===== src/rtl/flappy_collide_score_if.sv =====
// Signal bundle between the game-rule stage and its neighbours: the X-store
// geometry and player controls in, the counters, freeze pulse and state out.
interface flappy_collide_score_if;
    logic       Start;
    logic       Ack;
    logic [9:0] bird_y;
    logic [2:0] pipe_idx;
    logic [9:0] pipe_xl;
    logic [9:0] pipe_xr;
    logic [9:0] gap_top;
    logic [9:0] gap_bot;
    logic [2:0] coin_idx;
    logic [9:0] coin_xl;
    logic [9:0] coin_xr;
    logic [9:0] coin_yt;
    logic [9:0] coin_yb;
    logic       Stop;
    logic [7:0] score;
    logic [7:0] coins;
    logic [7:0] best;
    logic [4:0] coin_taken;
    logic       Q_Idle;
    logic       Q_Run;
    logic       Q_Over;

    modport master (
        output Start, Ack, bird_y, pipe_idx, pipe_xl, pipe_xr, gap_top, gap_bot,
               coin_idx, coin_xl, coin_xr, coin_yt, coin_yb,
        input  Stop, score, coins, best, coin_taken, Q_Idle, Q_Run, Q_Over
    );

    modport slave (
        input  Start, Ack, bird_y, pipe_idx, pipe_xl, pipe_xr, gap_top, gap_bot,
               coin_idx, coin_xl, coin_xr, coin_yt, coin_yb,
        output Stop, score, coins, best, coin_taken, Q_Idle, Q_Run, Q_Over
    );
endinterface


===== src/rtl/flappy_collide_score.sv =====
// Game-rule stage: bird/pipe/coin collision, BCD pipe and coin counters,
// session high score, and the run/over state machine that freezes scrolling.
module flappy_collide_score #(
    parameter int BIRD_X_L = 210,
    parameter int BIRD_W   = 20,
    parameter int BIRD_H   = 16,
    parameter int GROUND_Y = 464
) (
    input  logic                   clk,
    input  logic                   reset,
    flappy_collide_score_if.slave  bus
);

    typedef enum logic [1:0] {
        IDLE = 2'd0,
        RUN  = 2'd1,
        OVER = 2'd2
    } state_t;

    localparam logic [10:0] BIRD_LEFT  = 11'(BIRD_X_L);
    localparam logic [10:0] BIRD_RIGHT = 11'(BIRD_X_L + BIRD_W);
    localparam logic [10:0] BIRD_HGT   = 11'(BIRD_H);
    localparam logic [10:0] GROUND_ROW = 11'(GROUND_Y);
    localparam logic [2:0]  START_IDX  = 3'd2;

    function automatic logic [7:0] bcd_inc(input logic [7:0] v);
        logic [7:0] r;
        if (v[3:0] == 4'd9) begin
            r[3:0] = 4'd0;
            r[7:4] = (v[7:4] == 4'd9) ? 4'd0 : v[7:4] + 4'd1;
        end else begin
            r[7:4] = v[7:4];
            r[3:0] = v[3:0] + 4'd1;
        end
        return r;
    endfunction

    state_t     state_reg, state_next;
    logic [7:0] score_reg, score_next;
    logic [7:0] coins_reg, coins_next;
    logic [7:0] best_reg, best_next;
    logic [2:0] prev_pipe_reg, prev_pipe_next;
    logic [2:0] prev_coin_reg, prev_coin_next;
    logic [4:0] taken_reg, taken_next;
    logic       stop_reg, stop_next;
    logic       q_idle_reg, q_run_reg, q_over_reg;

    logic [10:0] bird_top;
    logic [10:0] bird_bot;
    logic        hx;
    logic        hit;
    logic        coin_box;
    logic        cov;
    logic [4:0]  coin_mask;
    logic [4:0]  prev_mask;
    logic [4:0]  taken_set;
    logic [4:0]  taken_clr;
    logic        taken_wipe;

    // All geometry is widened to 11 bits so bottom edges near 1023 never wrap.
    always_comb begin
        bird_top = {1'b0, bus.bird_y};
        bird_bot = bird_top + BIRD_HGT;
        hx       = ({1'b0, bus.pipe_xl} < BIRD_RIGHT) && ({1'b0, bus.pipe_xr} > BIRD_LEFT);
        hit      = (hx && ((bird_top < {1'b0, bus.gap_top}) || (bird_bot > {1'b0, bus.gap_bot})))
                   || (bird_bot >= GROUND_ROW);
        coin_box = ({1'b0, bus.coin_xl} < BIRD_RIGHT) && ({1'b0, bus.coin_xr} > BIRD_LEFT)
                   && ({1'b0, bus.coin_yt} < bird_bot) && ({1'b0, bus.coin_yb} > bird_top);
        // Shifting past bit 4 yields an empty mask, so stray indices touch nothing.
        coin_mask = 5'b00001 << bus.coin_idx;
        prev_mask = 5'b00001 << prev_coin_reg;
        cov       = coin_box && ((taken_reg & coin_mask) == 5'b00000);
    end

    always_comb begin
        state_next     = state_reg;
        score_next     = score_reg;
        coins_next     = coins_reg;
        best_next      = best_reg;
        prev_pipe_next = prev_pipe_reg;
        prev_coin_next = prev_coin_reg;
        stop_next      = 1'b0;
        taken_set      = 5'b00000;
        taken_clr      = 5'b00000;
        taken_wipe     = 1'b0;
        unique case (state_reg)
            IDLE: begin
                if (bus.Start) begin
                    state_next     = RUN;
                    score_next     = 8'h00;
                    coins_next     = 8'h00;
                    taken_wipe     = 1'b1;
                    prev_pipe_next = START_IDX;
                    prev_coin_next = START_IDX;
                end
            end
            RUN: begin
                if (bus.pipe_idx != prev_pipe_reg) begin
                    score_next = bcd_inc(score_reg);
                end
                if (bus.coin_idx != prev_coin_reg) begin
                    taken_clr = prev_mask;
                end
                if (cov) begin
                    coins_next = bcd_inc(coins_reg);
                    taken_set  = coin_mask;
                end
                prev_pipe_next = bus.pipe_idx;
                prev_coin_next = bus.coin_idx;
                // The best compare sees this cycle's score increment.
                if (hit) begin
                    state_next = OVER;
                    stop_next  = 1'b1;
                    if (score_next > best_reg) begin
                        best_next = score_next;
                    end
                end
            end
            OVER: begin
                if (bus.Ack) begin
                    state_next = IDLE;
                end
            end
            default: begin
                state_next = IDLE;
            end
        endcase
    end

    // A recycled coin reappears unless it is collected again in the same cycle.
    for (genvar gi = 0; gi < 5; gi++) begin : g_taken
        assign taken_next[gi] = taken_set[gi]
                              | (taken_reg[gi] & ~taken_clr[gi] & ~taken_wipe);
    end

    always_ff @(posedge clk) begin
        if (reset) begin
            state_reg     <= IDLE;
            score_reg     <= 8'h00;
            coins_reg     <= 8'h00;
            best_reg      <= 8'h00;
            prev_pipe_reg <= START_IDX;
            prev_coin_reg <= START_IDX;
            taken_reg     <= 5'b00000;
            stop_reg      <= 1'b0;
            q_idle_reg    <= 1'b1;
            q_run_reg     <= 1'b0;
            q_over_reg    <= 1'b0;
        end else begin
            state_reg     <= state_next;
            score_reg     <= score_next;
            coins_reg     <= coins_next;
            best_reg      <= best_next;
            prev_pipe_reg <= prev_pipe_next;
            prev_coin_reg <= prev_coin_next;
            taken_reg     <= taken_next;
            stop_reg      <= stop_next;
            q_idle_reg    <= (state_next == IDLE);
            q_run_reg     <= (state_next == RUN);
            q_over_reg    <= (state_next == OVER);
        end
    end

    assign bus.Stop       = stop_reg;
    assign bus.score      = score_reg;
    assign bus.coins      = coins_reg;
    assign bus.best       = best_reg;
    assign bus.coin_taken = taken_reg;
    assign bus.Q_Idle     = q_idle_reg;
    assign bus.Q_Run      = q_run_reg;
    assign bus.Q_Over     = q_over_reg;

endmodule


===== src/flat_wrapper.sv =====
// flat-port wrapper written by rule: the top's interface ports become plain ports
module flappy_collide_score_flat 
#(
    parameter int BIRD_X_L = 210,
    parameter int BIRD_W   = 20,
    parameter int BIRD_H   = 16,
    parameter int GROUND_Y = 464
)
  (clk, reset, bus_Start, bus_Ack, bus_bird_y, bus_pipe_idx, bus_pipe_xl, bus_pipe_xr, bus_gap_top, bus_gap_bot, bus_coin_idx, bus_coin_xl, bus_coin_xr, bus_coin_yt, bus_coin_yb, bus_Stop, bus_score, bus_coins, bus_best, bus_coin_taken, bus_Q_Idle, bus_Q_Run, bus_Q_Over);
  flappy_collide_score_if bus_i ();
  input  logic clk;
  input  logic reset;
  input wire logic [$bits(bus_i.Start)-1:0] bus_Start;
  input wire logic [$bits(bus_i.Ack)-1:0] bus_Ack;
  input wire logic [$bits(bus_i.bird_y)-1:0] bus_bird_y;
  input wire logic [$bits(bus_i.pipe_idx)-1:0] bus_pipe_idx;
  input wire logic [$bits(bus_i.pipe_xl)-1:0] bus_pipe_xl;
  input wire logic [$bits(bus_i.pipe_xr)-1:0] bus_pipe_xr;
  input wire logic [$bits(bus_i.gap_top)-1:0] bus_gap_top;
  input wire logic [$bits(bus_i.gap_bot)-1:0] bus_gap_bot;
  input wire logic [$bits(bus_i.coin_idx)-1:0] bus_coin_idx;
  input wire logic [$bits(bus_i.coin_xl)-1:0] bus_coin_xl;
  input wire logic [$bits(bus_i.coin_xr)-1:0] bus_coin_xr;
  input wire logic [$bits(bus_i.coin_yt)-1:0] bus_coin_yt;
  input wire logic [$bits(bus_i.coin_yb)-1:0] bus_coin_yb;
  output wire logic [$bits(bus_i.Stop)-1:0] bus_Stop;
  output wire logic [$bits(bus_i.score)-1:0] bus_score;
  output wire logic [$bits(bus_i.coins)-1:0] bus_coins;
  output wire logic [$bits(bus_i.best)-1:0] bus_best;
  output wire logic [$bits(bus_i.coin_taken)-1:0] bus_coin_taken;
  output wire logic [$bits(bus_i.Q_Idle)-1:0] bus_Q_Idle;
  output wire logic [$bits(bus_i.Q_Run)-1:0] bus_Q_Run;
  output wire logic [$bits(bus_i.Q_Over)-1:0] bus_Q_Over;
  assign bus_i.Start = bus_Start;
  assign bus_i.Ack = bus_Ack;
  assign bus_i.bird_y = bus_bird_y;
  assign bus_i.pipe_idx = bus_pipe_idx;
  assign bus_i.pipe_xl = bus_pipe_xl;
  assign bus_i.pipe_xr = bus_pipe_xr;
  assign bus_i.gap_top = bus_gap_top;
  assign bus_i.gap_bot = bus_gap_bot;
  assign bus_i.coin_idx = bus_coin_idx;
  assign bus_i.coin_xl = bus_coin_xl;
  assign bus_i.coin_xr = bus_coin_xr;
  assign bus_i.coin_yt = bus_coin_yt;
  assign bus_i.coin_yb = bus_coin_yb;
  assign bus_Stop = bus_i.Stop;
  assign bus_score = bus_i.score;
  assign bus_coins = bus_i.coins;
  assign bus_best = bus_i.best;
  assign bus_coin_taken = bus_i.coin_taken;
  assign bus_Q_Idle = bus_i.Q_Idle;
  assign bus_Q_Run = bus_i.Q_Run;
  assign bus_Q_Over = bus_i.Q_Over;
  flappy_collide_score #(.BIRD_X_L(BIRD_X_L), .BIRD_W(BIRD_W), .BIRD_H(BIRD_H), .GROUND_Y(GROUND_Y)) u_core (.clk(clk), .reset(reset), .bus(bus_i));
endmodule

===== config.mk =====
export PLATFORM = sky130hd
export DESIGN_NAME = flappy_collide_score_flat
export DESIGN_NICKNAME = d
export VERILOG_FILES = /design/src/rtl/flappy_collide_score_if.sv /design/src/rtl/flappy_collide_score.sv /design/src/flat_wrapper.sv
export SDC_FILE = /design/constraint.sdc
export NUM_CORES = 1
export LEC_CHECK = 0
export ABC_AREA = 1
export CAP_MARGIN = 0
export CORE_ASPECT_RATIO = 0.5
export CORE_MARGIN = 5
export CORE_UTILIZATION = 46
export CTS_CLUSTER_DIAMETER = 40
export DETAILED_ROUTE_END_ITERATION = 6
export PLACE_DENSITY = 0.82
export SYNTH_ARGS = -nofsm -noshare
export SYNTH_HDL_FRONTEND = slang
export SYNTH_SLANG_ARGS = --single-unit

===== constraint.sdc =====
create_clock -name clk -period 2.9 [get_ports clk]
set_input_delay 0.435 -clock clk [delete_from_list [all_inputs] [get_ports clk]]
set_output_delay 0.435 -clock clk [all_outputs]
set_load 0.01 [all_outputs]

==> results_dict.tcl <==
set metrics [dict create \
    status "completed" \
    grt_max_degree 25 \
    ys_warn_count 0 \
    drt_first_iter_violations 228 \
    cp_max_fo 5 \
    drive_gt1_frac 0.116 \
    finalSetupViolations 0 \
    firstDrtPassIters 5 \
    final_common_cell "nand2_1" \
    gp_congestion 0.837 \
    port_buffers 130 \
    clock-sinks 41 \
    clkLatencyLatePin_ns 0.29 \
    root_buffer "clkbuf_16" \
    path_class "reg2reg" \
    ir_drop_mv 0.310 \
    ctsHoldBuffers 0 \
    htree_num_levels 2 \
    end_kind "flip-flop" \
    final_cell_area_um2 5610 \
    die_area_um2 9910 \
    clock-skew-final_ns 0.00304 \
    relSlewSlack 0.374 \
    die_h_um 72.9 \
    hpwl_um 8590 \
    cts.clk_slew.worst_paths_ns 0.06 \
    p_per_area_nw_per_um2 362 \
    cp-start-kind "flip-flop" \
    worstHoldPathType "in2reg" \
    fmax_ghz 0.368 \
    cts_tree "built" \
    drt-wirelength-per-cell_um 13.0 \
    routed_wl_um 10800 \
    initial_core_util 0.485 \
    ys_ff_latch 41 \
    min_period_ns 2.71 \
    placed_area_um2 5310 \
    vias 4103 \
    grt_pass1_vias 3705 \
    drv_slew 0 \
    antenna_found_initial 0 \
    track_usage 0.205 \
    ys_seq_area_frac 0.225 \
    required_ns 3.08 \
    antenna_left 0 \
    io_pins 133 \
    antenna_cells 0 \
    whs_ns 0.478 \
    finalCritPeriodShare 0.936 \
    grt_overflow 0 \
    fp.dieW_um 136 \
    synth_area_per_cell_um2 6.51 \
    area_growth_pct 54.0 \
    netlist_instances 560 \
    p_leak_nw 2.66 \
    drcViolationCount 0 \
    finalHoldViolCount 0 \
    row_count 22 \
    grt_first_pass_wirelength_um 16600 \
    final_cell_mix "133 x nand2_1, 126 x clkdlybuf4s50_1, 78 x inv_1" \
    cpMaxStageDelayCell "dfxtp_2" \
    numCtsBuffers 5 \
    cpPeakStageDelay_ns 0.35 \
    syn-num-nets 712 \
    core_region_area_um2 7510 \
    maxCapViolCount 0 \
    synth_cell_types 38 \
    crit_chain "or2_4, nor3_4, nand2_2, buf_4, nor4_4, nor2_1, ha_1, nand2_1, nor2_2, a21oi_1, nor3_2, buf_4, nand3_1, nand2_1, nor2_1" \
    syn-cell-area_um2 3640 \
    vias_per_cell 4.92 \
    arrival_ns 2.89 \
    nets 877 \
    cts_buffer_depth 2 \
    tightest_slew_ns 0.935 \
]
## repair_timing
item | CTS | global route
buffers inserted | 0 | 2
hold endpoints to repair | 0 | 0
endpoints found under the setup margin | 0 | 20
gates resized for setup | 0 | 23
## routing by layer
metal	up-vias	part of all wire	GRT usage	wire length (um)
met5	-	0	0	0
met4	0	0.0094	0.0492	102
met3	10	0.060	0.0296	651
met2	120	0.48	0.376	5220
met1	1833	0.45	0.258	4870
li1	2140	-	-	-
## final cells by class
cell class	instances	area [um2]
Multi-Input combinational cell	425	2540
Inverter	85	319
Clock inverter	3	65.1
Fill cell	602	1900
Timing Repair Buffer	167	1600
Tap cell	108	135
Clock buffer	5	125
Sequential cell	41	823
## cells in the mapped netlist
cell type	n	share of area
nor2_1	66	0.068
xor2_2	1	0.0045
a21oi_4	1	0.0045
nor4_1	2	0.0034
clkinv_1	2	0.0021
nand2_1	134	0.14
o21ai_1	4	0.0055
nand2_2	5	0.0086
nand4_1	9	0.015
ha_1	52	0.18
a31oi_1	1	0.0017
and3_1	1	0.0017
dfxtp_1	41	0.23
nor3_2	1	0.0027
nor3_1	9	0.012
o21ai_0	4	0.0055
or2_1	1	0.0017
o21a_1	1	0.0021
o21bai_1	2	0.0041
o21ai_2	1	0.0024
nand4_2	1	0.0034
o221ai_1	1	0.0024
xor2_1	7	0.017
clkbuf_1	5	0.0052
nor3_4	1	0.0045
inv_1	78	0.080
nor2_2	5	0.0086
buf_2	3	0.0041
buf_6	1	0.0031
a21o_1	5	0.010
inv_2	5	0.0052
o22ai_1	1	0.0017
nand3_2	2	0.0055
nand3_1	54	0.074
nor2_4	1	0.0031
a21oi_1	44	0.060
xnor2_1	7	0.017
mux2i_4	1	0.0062
## critical path, delay by kind of cell (launching register included)
family	cells	cell delay (ns)
buffers and inverters	2	0.35
flip-flops	1	0.35
AO/OA/AOI/OAI	1	0.09
AND/OR/NAND/NOR	11	1.51
adder cells (fa/ha/maj)	1	0.30
## power breakdown
| group | total (mW) | leakage, nW | internal, mW | switching [mW] |
|---|---|---|---|---|
| clock | 0.722 | 0.0938 | 0.492 | 0.230 |
| combinational | 0.686 | 2.23 | 0.345 | 0.341 |
| sequential | 0.625 | 0.334 | 0.597 | 0.0281 |
## through the flow
step / std cells / power, mW / util / setup TNS (ns) / worst slack [ns]
finish: 834 / 2.03 / 0.747 / 0 / 0.186
global route: 834 / 2.15 / 0.747 / -0.160 / -0.0509
CTS: 832 / 2.03 / 0.732 / 0 / 0.0451
detailed placement: 824 / 1.30 / 0.707 / -4.23 / -0.236
global placement: 824 / 1.29 / 0.707 / -3.84 / -0.235
floorplan: 560 / 0.989 / - / 0 / 0.286
## worst paths after layout
check,startpoint,to,slack [ns],cells past startpoint
worst max-delay path,u_core.bus.score[2],u_core.bus.best[6],0.19,15
worst min-delay path,bus_pipe_idx[0],u_core.prev_pipe_reg[0],0.48,3
worst max register to register,u_core.bus.score[2],u_core.bus.best[6],0.19,15
worst min register to register,u_core.bus.best[3],u_core.bus.best[3],0.48,2
## kinds of logic (layout without fill, tap and decap cells)
kind of cell               after synthesis  after routing  share of synthesized area
muxes                                    1              1                    0.00618
and+or+nand+nor                        292            292                      0.351
buffers and inverters                   94            260                     0.0999
DFF                                     41             41                      0.225
adders and majority gates               52             52                      0.179
AOI/OAI and AO/OA                       65             65                      0.101
xor gates and xnor gates                15             15                     0.0381
Note: power is estimated with default switching activity, not from simulation.
==> variant 1, RTL diff (same settings) <==
Encoding of `state_t`: now one-hot (3 bits for 3 states).
--- a/src/rtl/flappy_collide_score.sv
+++ b/src/rtl/flappy_collide_score.sv
@@ -11,10 +11,10 @@
     flappy_collide_score_if.slave  bus
 );
 
-    typedef enum logic [1:0] {
-        IDLE = 2'd0,
-        RUN  = 2'd1,
-        OVER = 2'd2
+    typedef enum logic [2:0] {
+        IDLE = 3'b001,
+        RUN  = 3'b010,
+        OVER = 3'b100
     } state_t;
 
     localparam logic [10:0] BIRD_LEFT  = 11'(BIRD_X_L);
Behaviour: no difference found for any inputs over 4 cycles, from zero or initial values and one cycle with reset high; so few cycles prove little.
==> variant 1 against the original RTL <==
- setup slack better by 19 ps
- total power up 19%
- sequential share of layout area grew 0.31 points
- routed wire length fell by 7.0%
- critical path depth grew 1
- sequential cell count is 1 higher
- area after synthesis is 1.4% higher
- design area up 0.18%
- clock skew hardly changed
- utilization fell by 3.6 points
- non-clock buffer count is 3 higher
==> variant 1: results (changes against the original RTL) <==
metric,value,unit,change
layout filler cell count,650,,+8.0%
vias in the first global route,3941,,+6.4%
number of vias per cell,4.86,,-1.2%
DR WL/cell,12.0,um,-8.0%
routability cong.,0.874,,+4.4%
WS Path Type,register to register,,
Total GRT Usage,20.4,%,-0.15 points
register area share after synthesis,22.8,%,+0.24 points
fraction of registers with async set/reset,0,%,unchanged
Reg2Reg Depth,16,,+1
"top cells by count, synth","137 x nand2_1, 89 x inv_1, 62 x nor2_1, 52 x ha_1, 46 x a21oi_1",,
clock skew,2.70,ps,-0.338 ps
yosys synthesis warning count,0,,unchanged
first-pass GRT wire length,16700,um,+0.25%
fin nets,882,,+0.57%
post-synth cell types,40,,+5.3%
initial antenna violation count,0,,unchanged
status,finished clean,,
worst r2r src,u_core.bus.score[3]$_SDFFE_PP0P_,,
starting DRC count in detailed routing,141,,-38%
Port Buf Inserts,130,,unchanged
Area Overhead vs Synth,52.2,%,
P_leak,2.73,nW,+2.5%
family with the most delay on the worst path,simple AND/OR/NAND/NOR gates,,
CP endpoint,u_core.bus.best[0]$_SDFFE_PP0P_,,
CTS max path bufs,2,,unchanged
post-DP HPWL,8250,um,-4.0%
root buffer cell,clkbuf_16,,
proportion of layout cells with a drive suffix above 1,11.1,%,-0.49 points
placed instance area,5360,sq um,+0.99%
"Clk Latency, worst-skew pair",290,ps,about the same
worst-path fanout max,4,,-1
min-delay src,bus_pipe_idx[1],,
CP max stage cell,dfxtp_2,,
clk slew on worst S/H paths,60,ps,about the same
reg2reg setup slack,200,ps,+20 ps
First-pass DRT Iterations,4,,-1
CTS buffer count,5,,unchanged
Post-Synthesis Net Count,715,,+0.42%
main area contributors after synthesis,"dfxtp_1 23%, ha_1 18%, nand2_1 14%, inv_1 9.0%, nor2_1 6.3%",,
max incr delay on CP,370,ps,+20 ps
antenna cell count,0,,unchanged
CTS H-tree lvls,2,,unchanged
relative slew slack,60.2,%,+23 points
Main synth FF type,dfxtp_1,,
largest net degree at the start of global routing,17,,-32%
Worst VDD drop,0.000285,V,-8.0%
Worst Hold Class,input port to register,,
Initial Utilization,46.7,%,-1.8 points
-- variant 1: cell count changes after synthesis, moves of 4 or more --
| cell | unedited run | this run |
|---|---|---|
| nand3_1 | 54 | 38 |
| inv_1 | 78 | 89 |
| nand3b_1 | 0 | 4 |
| nand4_1 | 9 | 13 |
| nor2_1 | 66 | 62 |
-- variant 1: layout make-up --
cell class,count,share of cell area [%]
clock buffer,5,2.23
clock inverter,3,1.22
sequential,42,15.0
multi-input combinational,417,44.1
inverter,94,6.28
tap,112,2.49
timing repair buffer,170,28.7
-- variant 1: worst min path at each step --
stage,to,slack [ps],depth (start not counted)
finish,u_core.prev_pipe_reg[1]$_SDFFE_PP1P_,480,3
global route,u_core.prev_pipe_reg[1]$_SDFFE_PP1P_,490,3
floorplan,u_core.prev_pipe_reg[2]$_SDFFE_PP0P_,450,2
CTS,u_core.prev_pipe_reg[0]$_SDFFE_PP0P_,480,2
detailed placement,u_core.prev_pipe_reg[2]$_SDFFE_PP0P_,470,2
global placement,u_core.prev_pipe_reg[2]$_SDFFE_PP0P_,460,2
-- variant 1: worst min-delay path: stages --
cell and delay (ps):
dlymetal6s2s_1 140, o22ai_1 100, nand2_1 50
-- variant 1: logic make-up (layout without fill, tap and decap cells) --
family / count (synthesis) / after routing / synth area share [%]
buffers and inverters: 104 / 272 / 11.3
AND/OR/NAND/NOR: 281 / 281 / 34.2
XOR/XNOR: 14 / 14 / 3.52
adder cells (fa/ha/maj): 52 / 52 / 17.6
AO/OA/AOI/OAI: 70 / 70 / 10.6
flip-flops: 42 / 42 / 22.8
-- variant 1: routing by layer --
layer / global-route usage (%) / part of all wire (%) / vias to the layer above
met3: 4.92 / 6.9 / 18
met4: 6.37 / 1.9 / 0
met1: 22.2 / 41 / 1817
met2: 39.4 / 50 / 119
met5: 0 / 0 / -
li1: - / - / 2142
-- variant 1: report_power, final --
group	internal (mW)	switching [mW]	total [mW]	leakage, nW
combinational	0.464	0.489	0.953	2.29
sequential	0.655	0.0706	0.726	0.341
clock	0.495	0.240	0.735	0.0940
total	1.61	0.799	2.41	2.73
-- variant 1: stage by stage --
stage               setup slack, ps  hold WS [ps]  instances  setup TNS, ps
CTS                            31.0           483        842              0
global placement               -266           462        834          -2670
floorplan                       408           446        563              0
detailed placement             -324           474        834          -3170
global route                   3.88           494        843              0
finish                          204           476        843              0
-- variant 1: repair_timing --
item	in CTS	in global routing
setup endpoints to repair	4	14
hold buffers	0	0
buffers inserted	0	1
pin swaps	1	3
resized for setup	2	15
==> variant 2, RTL diff (same flow settings) <==
Made on the original files. `GROUND_Y` is set to 464 in 2 places; all go to 232.
--- a/src/rtl/flappy_collide_score.sv
+++ b/src/rtl/flappy_collide_score.sv
@@ -4,7 +4,7 @@
     parameter int BIRD_X_L = 210,
     parameter int BIRD_W   = 20,
     parameter int BIRD_H   = 16,
-    parameter int GROUND_Y = 464
+    parameter int GROUND_Y = 232
 ) (
     input  logic                   clk,
     input  logic                   reset,
--- a/src/flat_wrapper.sv
+++ b/src/flat_wrapper.sv
@@ -4,7 +4,7 @@
     parameter int BIRD_X_L = 210,
     parameter int BIRD_W   = 20,
     parameter int BIRD_H   = 16,
-    parameter int GROUND_Y = 464
+    parameter int GROUND_Y = 232
 )
   (clk, reset, bus_Start, bus_Ack, bus_bird_y, bus_pipe_idx, bus_pipe_xl, bus_pipe_xr, bus_gap_top, bus_gap_bot, bus_coin_idx, bus_coin_xl, bus_coin_xr, bus_coin_yt, bus_coin_yb, bus_Stop, bus_score, bus_coins, bus_best, bus_coin_taken, bus_Q_Idle, bus_Q_Run, bus_Q_Over);
   flappy_collide_score_if bus_i ();
Function: changed (Yosys sat finds a counterexample within 4 cycles, from zero or initial values and one cycle with reset high).
==> variant 2 against the original RTL <==
- routed wire length shrank 0.51%
- global-route usage increased by 0.41 points
- count of clock-buffer cells in the layout is the same
- design area fell by 2.7%
- cell count decreased by 1.6%
- total power down 0.54%
- sequential cell count unchanged
- critical path depth increased by 2
- setup slack gained 48 ps
- area after synthesis is 1.6% lower
- critical path type unchanged
- largest cell class unchanged
- highest routed layer unchanged
==> variant 2: results (changes against the original RTL) <==
metric,value,unit,change
seq pwr,630,uW,+0.8%
worst-path fanout max,7,,+2
metal1 wirelength,4500,um,-7.6%
WP data arrival,2840,ps,-50 ps
P_leak,2.54,nW,-4.6%
reg2reg setup slack,230,ps,+50 ps
grt met3 use,4.09,%,+1.1 points
Reg2Reg Depth,17,,+2
routability cong.,0.900,,+7.5%
post-DP HPWL,8480,um,-1.3%
starting DRC count in detailed routing,187,,-18%
R2R Path End,u_core.bus.best[5]$_SDFFE_PP0P_,,
vias in the first global route,3900,,+5.3%
max incr delay on CP,380,ps,+30 ps
met1 Use GR,24.8,%,-1.0 points
CP max stage cell,dfxtp_1,,
fin nets,864,,-1.5%
Total GRT Usage,21.0,%,+0.41 points
First-pass DRT Iterations,4,,-1
met2 routed WL,5370,um,+2.9%
proportion of layout cells with a drive suffix above 1,9.40,%,-2.2 points
switch share,29.0,%,-0.44 points
Post-Synthesis Net Count,708,,-0.56%
number of vias per cell,4.99,,+1.5%
register area share after synthesis,22.9,%,+0.36 points
combinational power,681,uW,-0.7%
Synth Area in Compound Gates,12.1,%,+2.1 points
status,finished clean,,
Adder-Cell Fraction of Synth Area,18.1,%,+0.29 points
-- variant 2: through the flow --
step	setup TNS, ps	hold slack, ps	instances	area (sq um)
final	0	471	821	5460
after global placement	-1030	463	812	5170
after detailed placement	-2540	471	812	5170
after CTS	0	481	820	5360
after floorplan	0	450	556	3590
after global routing	0	502	821	5460
-- variant 2: cell type report --
class / instances / area (sq um)
flip-flops and latches: 41 / 821
inverters: 84 / 315
multi-input cells: 420 / 2450
fillers: 608 / 2000
clock inverters: 3 / 65.1
clock buffers: 5 / 125
repair buffers: 160 / 1540
well taps: 108 / 135
-- variant 2: worst reg2reg max path, cell delays in order, from the launching register on --
cell	delay [ps]
dfxtp_1	380
inv_1	70
or2_0	240
nor2_2	140
nand2_2	90
inv_1	100
nand3_1	90
nand3_1	130
inv_1	70
ha_1	310
nand2_2	80
nor2_2	120
a21oi_1	90
nor3_2	270
buf_4	200
nand3_1	80
nand2_1	70
nor2_1	50
-- variant 2: how the worst max path moves through the flow --
stage	start	end	slack [ps]	cells past startpoint
after global routing	u_core.bus.score[3]$_SDFFE_PP0P_	u_core.bus.best[5]$_SDFFE_PP0P_	60	17
after detailed placement	bus_bird_y[5]	u_core.bus.coins[5]$_SDFFE_PP0P_	-170	12
after global placement	bus_bird_y[5]	u_core.bus.coins[5]$_SDFFE_PP0P_	-90	13
after floorplan	u_core.bus.score[3]$_SDFFE_PP0P_	u_core.bus.best[5]$_SDFFE_PP0P_	440	19
final	u_core.bus.score[3]$_SDFFE_PP0P_	u_core.bus.best[5]$_SDFFE_PP0P_	230	17
after CTS	bus_pipe_idx[1]	u_core.bus.best[5]$_SDFFE_PP0P_	30	18
-- variant 2: what timing repair did --
action | in CTS | in global routing
buffers inserted | 0 | 1
endpoints found under the setup margin | 0 | 19
resized for setup | 0 | 27
